`config.mk`:
```
export PLATFORM = sky130hd
export DESIGN_NAME = perf_counter_sampler_flat
export DESIGN_NICKNAME = d
export VERILOG_FILES = /design/src/rtl/perf_sampler_pkg.sv /design/src/rtl/perf_counter_sampler_if.sv /design/src/rtl/perf_sample_fifo.sv /design/src/rtl/perf_counter_sampler.sv /design/src/flat_wrapper.sv
export SDC_FILE = /design/constraint.sdc
export NUM_CORES = 1
export LEC_CHECK = 0
export CELL_PAD_IN_SITES_DETAIL_PLACEMENT = 1
export CELL_PAD_IN_SITES_GLOBAL_PLACEMENT = 2
export CORE_UTILIZATION = 35
export DETAILED_ROUTE_END_ITERATION = 10
export GPL_ROUTABILITY_DRIVEN = 0
export GPL_TIMING_DRIVEN = 1
export PLACE_DENSITY_LB_ADDON = 0.2
export SKIP_LAST_GASP = 1
export SYNTH_ARGS = -nofsm -noshare
export SYNTH_HDL_FRONTEND = slang
export SYNTH_SLANG_ARGS = --single-unit
export TNS_END_PERCENT = 50
```
`constraint.sdc`:
```
create_clock -name clk -period 11.4 [get_ports clk]
set_input_delay 1.71 -clock clk [delete_from_list [all_inputs] [get_ports clk]]
set_output_delay 1.71 -clock clk [all_outputs]
set_load 0.1 [all_outputs]
```
`src/rtl/perf_sampler_pkg.sv`:
```
// Shared types and constants for the perf counter sampler.
// Register offsets, counter sub-offsets, FSM states, sample layout.
package perf_sampler_pkg;

  localparam logic [2:0] REG_CTRL    = 3'd0;
  localparam logic [2:0] REG_PERIOD  = 3'd1;
  localparam logic [2:0] REG_HEAD_LO = 3'd2;
  localparam logic [2:0] REG_HEAD_HI = 3'd3;
  localparam logic [2:0] REG_HEAD_EV = 3'd4;
  localparam logic [2:0] REG_POP     = 3'd5;

  localparam logic [2:0] TIME_LO = 3'd0;
  localparam logic [2:0] TIME_HI = 3'd1;
  localparam logic [2:0] EVENTS  = 3'd2;

  typedef enum logic [2:0] {
    IDLE, HI0, LO, HI1, EV, CHK, FIX, PUSH
  } state_t;

  typedef struct packed {
    logic [31:0] hi;
    logic [31:0] lo;
    logic [31:0] events;
  } sample_t;

endpackage

```
`src/rtl/perf_counter_sampler_if.sv`:
```
// Avalon-MM style bus: 3-bit address, 32-bit data.
// master drives address/read/write/writedata; slave drives readdata.
interface perf_counter_sampler_if;
  logic [2:0]  address;
  logic        read;
  logic        write;
  logic [31:0] writedata;
  logic [31:0] readdata;

  modport master (
    output address, read, write, writedata,
    input  readdata
  );

  modport slave (
    input  address, read, write, writedata,
    output readdata
  );
endinterface

```
`src/rtl/perf_sample_fifo.sv`:
```
// Synchronous first-word-fall-through FIFO with flush.
// Ports: push/pop/flush in, wdata in, rdata/full/empty/count out.
module perf_sample_fifo #(
  parameter int W     = 96,
  parameter int DEPTH = 8
) (
  input  logic                     clk,
  input  logic                     reset,
  input  logic                     push_i,
  input  logic                     pop_i,
  input  logic                     flush_i,
  input  logic [W-1:0]             wdata_i,
  output logic [W-1:0]             rdata_o,
  output logic                     full_o,
  output logic                     empty_o,
  output logic [$clog2(DEPTH):0]   count_o
);

  localparam int AW = $clog2(DEPTH);

  logic [W-1:0]  mem_q [DEPTH];
  logic [AW-1:0] wr_q;
  logic [AW-1:0] rd_q;
  logic [AW:0]   cnt_q;
  logic          do_push;
  logic          do_pop;

  assign empty_o = (cnt_q == '0);
  assign full_o  = (cnt_q == (AW+1)'(DEPTH));
  assign count_o = cnt_q;
  assign rdata_o = mem_q[rd_q];

  // A pop frees the slot, so a push into a full FIFO
  // still lands when paired with a pop.
  assign do_pop  = pop_i && !empty_o;
  assign do_push = push_i && (!full_o || do_pop);

  always_ff @(posedge clk) begin
    if (reset || flush_i) begin
      wr_q  <= '0;
      rd_q  <= '0;
      cnt_q <= '0;
    end else begin
      if (do_push) wr_q <= wr_q + 1'b1;
      if (do_pop)  rd_q <= rd_q + 1'b1;
      if (do_push && !do_pop)
        cnt_q <= cnt_q + 1'b1;
      else if (do_pop && !do_push)
        cnt_q <= cnt_q - 1'b1;
    end
  end

  always_ff @(posedge clk) begin
    if (do_push) mem_q[wr_q] <= wdata_i;
  end

endmodule

```
`src/rtl/perf_counter_sampler.sv`:
```
// Periodic tear-free snapshot of one perf counter section into a FIFO.
// Ports: clk, reset, m (master to counter slave), s (CPU slave).
module perf_counter_sampler
  import perf_sampler_pkg::*;
#(
  parameter int          SECTION        = 0,
  parameter int          DEPTH          = 8,
  parameter logic [31:0] DEFAULT_PERIOD = 32'd999
) (
  input  logic                   clk,
  input  logic                   reset,
  perf_counter_sampler_if.master m,
  perf_counter_sampler_if.slave  s
);

  localparam logic [2:0] BASE = 3'(4 * SECTION);
  localparam int         CW   = $clog2(DEPTH) + 1;

  state_t        state_q;
  logic [2:0]    maddr_q;
  logic          mread_q;
  logic [31:0]   hi_q;
  logic [31:0]   lo_q;
  logic [31:0]   hi1_q;
  logic [31:0]   ev_q;

  logic          enable_q;
  logic          overflow_q;
  logic          missed_q;
  logic [31:0]   period_q;
  logic [31:0]   presc_q;
  logic [31:0]   presc_d;
  logic [31:0]   rdata_q;
  logic [31:0]   rdata_d;

  logic          ctrl_wr;
  logic          pop_wr;
  logic          clr;
  logic          tick;
  logic          push;
  sample_t       head;
  logic          full;
  logic          empty;
  logic [CW-1:0] fcount;

  assign m.address   = maddr_q;
  assign m.read      = mread_q;
  assign m.write     = 1'b0;
  assign m.writedata = '0;
  assign s.readdata  = rdata_q;

  assign ctrl_wr = s.write && (s.address == REG_CTRL);
  assign pop_wr  = s.write && (s.address == REG_POP);
  assign clr     = ctrl_wr && s.writedata[1];
  assign tick    = enable_q && (presc_q == '0);
  assign push    = (state_q == PUSH);

  perf_sample_fifo #(
    .W     ($bits(sample_t)),
    .DEPTH (DEPTH)
  ) u_fifo (
    .clk     (clk),
    .reset   (reset),
    .push_i  (push),
    .pop_i   (pop_wr),
    .flush_i (clr),
    .wdata_i ({hi_q, lo_q, ev_q}),
    .rdata_o (head),
    .full_o  (full),
    .empty_o (empty),
    .count_o (fcount)
  );

  // Hi is read on both sides of lo; if it moved,
  // lo is re-read so it pairs with the newer hi.
  always_ff @(posedge clk) begin
    if (reset) begin
      state_q <= IDLE;
      maddr_q <= BASE;
      mread_q <= 1'b0;
      hi_q    <= '0;
      lo_q    <= '0;
      hi1_q   <= '0;
      ev_q    <= '0;
    end else begin
      unique case (state_q)
        IDLE: if (tick) begin
          state_q <= HI0;
          maddr_q <= BASE + TIME_HI;
          mread_q <= 1'b1;
        end
        HI0: begin
          state_q <= LO;
          maddr_q <= BASE + TIME_LO;
        end
        LO: begin
          hi_q    <= m.readdata;
          state_q <= HI1;
          maddr_q <= BASE + TIME_HI;
        end
        HI1: begin
          lo_q    <= m.readdata;
          state_q <= EV;
          maddr_q <= BASE + EVENTS;
        end
        EV: begin
          hi1_q   <= m.readdata;
          state_q <= CHK;
          maddr_q <= BASE + TIME_LO;
        end
        CHK: begin
          ev_q    <= m.readdata;
          mread_q <= 1'b0;
          maddr_q <= BASE;
          state_q <= (hi1_q == hi_q) ? PUSH : FIX;
        end
        FIX: begin
          lo_q    <= m.readdata;
          hi_q    <= hi1_q;
          state_q <= PUSH;
        end
        PUSH:    state_q <= IDLE;
        default: state_q <= IDLE;
      endcase
    end
  end

  always_comb begin
    presc_d = presc_q;
    if (ctrl_wr && s.writedata[0] && !enable_q)
      presc_d = period_q;
    else if (enable_q)
      presc_d = (presc_q == '0) ? period_q
                                : presc_q - 1'b1;
  end

  always_comb begin
    rdata_d = '0;
    case (s.address)
      REG_CTRL:    rdata_d = {16'h0, 8'(fcount), 5'h0,
                              missed_q, overflow_q,
                              enable_q};
      REG_PERIOD:  rdata_d = period_q;
      REG_HEAD_LO: rdata_d = empty ? '0 : head.lo;
      REG_HEAD_HI: rdata_d = empty ? '0 : head.hi;
      REG_HEAD_EV: rdata_d = empty ? '0 : head.events;
      default:     rdata_d = '0;
    endcase
  end

  always_ff @(posedge clk) begin
    if (reset) begin
      enable_q   <= 1'b0;
      overflow_q <= 1'b0;
      missed_q   <= 1'b0;
      period_q   <= DEFAULT_PERIOD;
      presc_q    <= DEFAULT_PERIOD;
      rdata_q    <= '0;
    end else begin
      presc_q <= presc_d;
      if (s.read) rdata_q <= rdata_d;
      if (ctrl_wr) enable_q <= s.writedata[0];
      if (s.write && (s.address == REG_PERIOD))
        period_q <= s.writedata;
      if (clr)
        missed_q <= 1'b0;
      else if (tick && (state_q != IDLE))
        missed_q <= 1'b1;
      if (clr)
        overflow_q <= 1'b0;
      else if (push && full && !pop_wr)
        overflow_q <= 1'b1;
    end
  end

endmodule

```
`src/flat_wrapper.sv`:
```
// flat-port wrapper written by rule: the top's interface ports become plain ports
module perf_counter_sampler_flat import perf_sampler_pkg::*;
#(
  parameter int          SECTION        = 0,
  parameter int          DEPTH          = 8,
  parameter logic [31:0] DEFAULT_PERIOD = 32'd999
)
  (clk, reset, m_address, m_read, m_write, m_writedata, m_readdata, s_address, s_read, s_write, s_writedata, s_readdata);
  perf_counter_sampler_if m_i ();
  perf_counter_sampler_if s_i ();
  input  logic clk;
  input  logic reset;
  output wire logic [$bits(m_i.address)-1:0] m_address;
  output wire logic [$bits(m_i.read)-1:0] m_read;
  output wire logic [$bits(m_i.write)-1:0] m_write;
  output wire logic [$bits(m_i.writedata)-1:0] m_writedata;
  input wire logic [$bits(m_i.readdata)-1:0] m_readdata;
  input wire logic [$bits(s_i.address)-1:0] s_address;
  input wire logic [$bits(s_i.read)-1:0] s_read;
  input wire logic [$bits(s_i.write)-1:0] s_write;
  input wire logic [$bits(s_i.writedata)-1:0] s_writedata;
  output wire logic [$bits(s_i.readdata)-1:0] s_readdata;
  assign m_address = m_i.address;
  assign m_read = m_i.read;
  assign m_write = m_i.write;
  assign m_writedata = m_i.writedata;
  assign m_i.readdata = m_readdata;
  assign s_i.address = s_address;
  assign s_i.read = s_read;
  assign s_i.write = s_write;
  assign s_i.writedata = s_writedata;
  assign s_readdata = s_i.readdata;
  perf_counter_sampler #(.SECTION(SECTION), .DEPTH(DEPTH), .DEFAULT_PERIOD(DEFAULT_PERIOD)) u_core (.clk(clk), .reset(reset), .m(m_i), .s(s_i));
endmodule
```
==> results of run 1 <==
-- metal layers --
layer	track usage, %	routed length, um	vias to the layer above	share of wire (%)
met4	6.14	2980	0	2.4
li1	-	-	10600	-
met3	3.33	7370	159	5.9
met2	34.4	58400	730	47
met1	29.6	55300	12800	45
met5	0	0	-	0
-- through the flow --
stage	worst slack [ns]	total power [uW]	area, um2
global placement	5.54	4360	43000
CTS	6.07	8110	46800
floorplan	1.01	4240	40400
finish	6.11	8020	46800
global route	5.84	8250	46800
detailed placement	5.35	4370	43000
-- kinds of logic after synthesis --
| kind of cell | count (synthesis) | synth area share, % |
|---|---|---|
| AND/OR/NAND/NOR | 709 | 7.70 |
| AO/OA/AOI/OAI | 464 | 7.57 |
| adder cells (fa/ha/maj) | 13 | 0.422 |
| buffers and inverters | 225 | 2.47 |
| XOR/XNOR | 47 | 1.02 |
| flip-flops | 1014 | 69.5 |
| other | 1 | 0.00931 |
| multiplexers | 225 | 11.4 |
-- layout by cell type (no fill, tap or decap), drive strengths merged, types with 15 or more instances in the layout --
cell and instances:
a21oi 211, a221oi 17, a22oi 77, a311oi 32, a31oi 20, buf 59
bufinv 16, clkbuf 137, clkdlybuf4s50 103, clkinv 44, conb 34, dfxtp 246
edfxtp 768, inv 16, mux2i 33, mux4 185, nand2 401, nand3 75
nor2 111, nor2b 25, nor3 27, nor4 19, o211ai 15, o21ai 26
o221a 22, xor2 36
-- final cells by class --
type	count	share of cell area [%]
Sequential cell	1014	59.8
Multi-Input combinational cell	1492	24.7
Clock buffer	137	6.34
Tap cell	1512	4.04
Timing Repair Buffer	162	3.15
Clock inverter	73	1.82
Inverter	12	0.0963
Antenna cell	1	0.00535
-- power by group --
part	switching [uW]	leakage, uW	total, uW	internal, uW
registers	45.9	0.00910	4010	3960
logic	212	0.00405	282	70.5
clock network	1520	0.00185	3730	2220
total	1780	0.0150	8020	6250
-- state kept, by name, indices dropped and copies added (netlist names), 4 cells and up, named ones only --
register / flops
u_core.s.readdata: 32
u_core.period_q: 32
u_core.presc_q: 32
u_core.hi1_q: 32
u_core.u_fifo.count_o: 4
u_core.lo_q: 32
u_core.ev_q: 32
u_core.u_fifo.mem_q: 768
u_core.hi_q: 32
-- worst paths after layout --
check	from	endpoint	slack, ns	cells after the start
setup reg to reg	u_core.state_q[1]	u_core.u_fifo.mem_q[3][3]	7.45	5
hold / removal	u_core.missed_q	u_core.missed_q	0.47	2
hold reg to reg	u_core.missed_q	u_core.missed_q	0.47	2
setup / recovery	s_address[1]	u_core.u_fifo.mem_q[3][3]	6.11	6
-- worst max-delay path, stage by stage --
cell and delay, ns:
clkdlybuf4s50_1 0.56, nand4b_1 0.33, and3_1 0.32, nor4_4 1.10, buf_4 0.75, buf_4 0.73
==> flow_metrics.py, run 1 <==
metrics = {
    "sta": {
        "fin_crit_ns": 5.29,
        "setup_violations": 0,
        "final-hold-violation-count": 0,
        "max_freq_ghz": 0.189,
        "hold-worst-slack_ns": 0.473,
        "maxSlewHeadroom_pct": 13.5,
        "post-route-period-util_pct": 46.4,
        "rsz0062_at_grt": "false",
        "fin_skew_ns": 0.0279,
        "tightest_slew_ns": 1.29,
        "slew_viol_final": 0,
        "final.setup.tns_ns": 0,
    },
    "final_layout": {
        "regArea_mm2": 0.0280,
        "nNetsFinal": 2877,
        "syn_to_final_growth_pct": 16.1,
        "finalNonFillerCells": 4403,
        "final.fill_count": 11500,
        "drive_gt1_share_pct": 16.8,
        "multi_input_area_mm2": 0.0116,
        "post-route-util_pct": 41.0,
    },
    "flow_run": {
        "max-cap-violations": 0,
    },
    "route": {
        "routed_wl_um": 124000,
        "first_pass_iters": 7,
        "drc": 0,
        "ant_nets": 0,
        "wire_per_inst_um": 28.2,
        "via_count": 24300,
        "viasPerCell": 5.51,
        "drt_iter0_drc": 2019,
    },
    "global_routing": {
        "grt_max_degree": 65,
        "antenna_found_initial": 7,
        "grt_pass1_wl_um": 179000,
        "grt_remaining_overflow": 0,
        "grt_pass1_vias": 25200,
        "grtUsageTotal_pct": 21.3,
    },
    "logic_synthesis": {
        "ys_seq_area_share_pct": 69.5,
        "synth_warnings": 0,
        "postSynthCellCount": 2698,
        "ys.flop_type": "edfxtp_1",
        "syn_area_mm2": 0.0403,
        "yosys-top-cells-area": "edfxtp_1, dfxtp_1, mux4_2, nand2_1, a21oi_1",
        "avgSynthCellArea_um2": 14.9,
        "synth.most_common_cell": "edfxtp_1",
        "synth.distinct_cells": 69,
        "synth_top_cell_area_share_pct": 57.2,
        "async_reset_ff_share_pct": 0,
        "synthTopCellsByCount": "edfxtp_1, nand2_1, dfxtp_1, a21oi_1, mux4_2",
        "synth_enable_flop_cells": 768,
        "synth-seq-cells": 1014,
        "synth_top_cell_by_area": "edfxtp_1",
    },
    "cts": {
        "cts_resized": 0,
        "cts_root_buffer": "clkbuf_16",
        "postCtsSetupBuffers": 0,
        "clk_pin_slew_ns": 0.06,
        "cts_tree": "built",
        "clk_latency_ns": 0.71,
        "clockBufferDepth": 3,
        "cts_htree_levels": 3,
        "cts_num_sinks": 1014,
        "cts_hold_buf": 0,
        "cts_made_buffers": 111,
    },
    "worst_setup_path": {
        "end_kind": "register",
        "cp_data_required_time_ns": 11.73,
        "crit_type": "input pin to register",
        "cp-start-kind": "input pin",
        "critPathMaxFanout": 45,
        "cp.arrival_ns": 5.62,
    },
    "floorplanning": {
        "chipWidth_um": 341,
        "ios": 140,
        "initial_core_util_pct": 35.3,
        "die_h_um": 341,
        "die_area_mm2": 0.116,
        "rows": 124,
        "coreArea_mm2": 0.114,
    },
    "power": {
        "vdd_ir_drop_max_mv": 0.133,
        "leakagePower_uw": 0.0150,
        "power.density_mw_per_mm2": 171,
    },
    "placement": {
        "dp_cells": 4192,
        "port_buffers": 105,
        "place_hpwl_um": 74700,
    },
    "worst_hold_path": {
        "holdCritPathClass": "register to register",
    },
    "run_status": {
        "status": "completed",
    },
}
Note: power is estimated with default switching activity, not from simulation.
==> inputs of run 2 (changes only) <==
==> constraint.sdc (replaced) <==
create_clock -name clk -period 4.8 [get_ports clk]
set_input_delay 0.72 -clock clk [delete_from_list [all_inputs] [get_ports clk]]
set_output_delay 0.72 -clock clk [all_outputs]
set_load 0.1 [all_outputs]
==> run 2 against run 1 <==
  * Highest routed layer unchanged
  * Final cell count rose by 0.34%
  * Critical path depth is 1 higher
  * Global-route usage decreased by 0.088 points
  * Flip-flop and latch count stayed put
  * Largest cell class unchanged
  * Power up 130%
  * Worst setup slack worse by 4.8 ns
  * Cell area grew 0.36%
  * First-iteration DRC count rose by 1.3%
  * Via count about the same
  * Die area stayed put
  * Wire length up 0.26%
  * Sequential power grew 140%
==> flow_metrics.py, run 2 (synthesis results as in run 1) <==
metrics = {
    "run_status": {
        "status": "completed",
    },
    "flow_run": {
        "max-cap-violations": 0,
    },
    "worst_setup_path": {
        "cp.arrival_ns": 3.89,
        "critPathMaxFanout": 13,
        "slowest_delay_ns": 0.87,
        "end_kind": "register",
        "reg2reg_setup_slack_ns": 1.34,
        "crit_type": "input pin to register",
        "cp_data_required_time_ns": 5.17,
        "cp-start-kind": "input pin",
        "critPathSlowestCell": "nor3_4",
        "crit_chain": "clkdlybuf4s50_1 > nand4b_1 > and3_1 > nor2_1 > nand2_1 > nor3_4 > buf_4",
    },
    "cts": {
        "cts_hold_buf": 0,
        "postCtsSetupBuffers": 0,
        "clk_pin_slew_ns": 0.06,
        "cts_root_buffer": "clkbuf_16",
        "cts_num_sinks": 1014,
        "clk_latency_ns": 0.70,
        "cts_tree": "built",
        "cts_htree_levels": 3,
        "cts_resized": 0,
        "clockBufferDepth": 3,
        "cts_made_buffers": 109,
    },
    "placement": {
        "dp_cells": 4212,
        "port_buffers": 105,
        "place_hpwl_um": 75300,
    },
    "final_layout": {
        "top_register": "u_core.u_fifo.mem_q",
        "largest_reg_flops": 768,
        "final.fill_count": 11400,
        "layout_common_cells": "edfxtp_1, nand2_1, dfxtp_1, a21oi_1, mux4_2",
        "drive_gt1_share_pct": 16.7,
        "nNetsFinal": 2895,
        "final_common_cell": "edfxtp_1",
        "finalNonFillerCells": 4418,
        "post-route-util_pct": 41.1,
        "syn_to_final_growth_pct": 16.5,
    },
    "sta": {
        "final-hold-violation-count": 0,
        "hold-worst-slack_ns": 0.380,
        "tightest_slew_ns": 1.34,
        "maxSlewHeadroom_pct": 10.9,
        "final.setup.tns_ns": 0,
        "setup_violations": 0,
        "post-route-period-util_pct": 73.2,
        "rsz0062_at_grt": "false",
        "max_freq_ghz": 0.285,
        "fin_crit_ns": 3.51,
        "slew_viol_final": 0,
        "fin_skew_ns": 0.0302,
    },
    "power": {
        "power_uw": 18400,
        "power.density_mw_per_mm2": 393,
        "clkPwrFrac_pct": 44.8,
        "switching_share_pct": 22.2,
        "p_comb_share_pct": 3.6,
        "power.switching_uw": 4100,
        "vdd_ir_drop_max_mv": 0.259,
        "p_int_uw": 14300,
        "power_frac_seq_pct": 51.6,
        "leakagePower_uw": 0.0150,
    },
    "floorplanning": {
        "ios": 140,
        "initial_core_util_pct": 35.3,
        "coreArea_mm2": 0.114,
        "die_h_um": 341,
        "rows": 124,
        "die_area_mm2": 0.116,
        "chipWidth_um": 341,
    },
    "route": {
        "drc": 0,
        "routed_wl_um": 124000,
        "drt_iter0_drc": 2045,
        "ant_nets": 0,
        "via_count": 24300,
        "viasPerCell": 5.49,
        "wire_per_inst_um": 28.1,
        "first_pass_iters": 5,
    },
    "global_routing": {
        "grt_remaining_overflow": 0,
        "grt_pass1_wl_um": 179000,
        "grt_pass1_vias": 25200,
        "grtUsageTotal_pct": 21.2,
        "antenna_found_initial": 1,
        "grt_max_degree": 159,
    },
    "worst_hold_path": {
        "holdCritPathClass": "input pin to register",
    },
}
run 2: worst paths after layout:
| path | to | depth (start not counted) | start |
|---|---|---|---|
| hold reg to reg | register | 2 | u_core.u_fifo.rd_q[1] |
| hold / removal | u_core.period_q[14] | 2 | reset |
| setup reg to reg | u_core.u_fifo.mem_q[4][34] | 5 | u_core.state_q[2] |
| setup / recovery | u_core.u_fifo.mem_q[4][34] | 7 | s_address[1] |
run 2: worst max-delay path, delay by kind of cell:
kind	cells	cell delay, ns
AND/OR/NAND/NOR	5	2.19
buffers and inverters	2	0.95
run 2: metrics by stage:
step	setup WS (ns)	instance area, um2
after detailed placement	0.592	43500
after global routing	1.12	47000
after CTS	1.28	47000
final	1.29	47000
after floorplan	-1.50	40500
after global placement	0.690	43500
run 2: final cells by class:
class	count	area [um2]	share of cell area, %
sequential	1014	28000	59.6
multi-input combinational	1492	11600	24.7
clock buffer	152	2990	6.37
timing repair buffer	182	1960	4.18
tap	1512	1890	4.03
clock inverter	53	478	1.02
inverter	12	45.0	0.0959
antenna	1	2.50	0.00533
run 2: power by group through the flow:
stage               Combinational [uW]  Sequential (uW)  Clock, uW
finish                             667             9510       8260
global route                       701             9510       8740
CTS                                671             9510       8430
detailed placement                 669             9700          0
global placement                   657             9690          0
floorplan                          386             9670          0
run 2: metal layers:
| metal | vias up | track usage, % | part of all wire [%] |
|---|---|---|---|
| met5 | - | 0 | 0 |
| met4 | 0 | 5.04 | 1.8 |
| met3 | 156 | 3.21 | 5.4 |
| met2 | 662 | 34.6 | 48 |
| met1 | 12800 | 29.7 | 45 |
| li1 | 10600 | - | - |
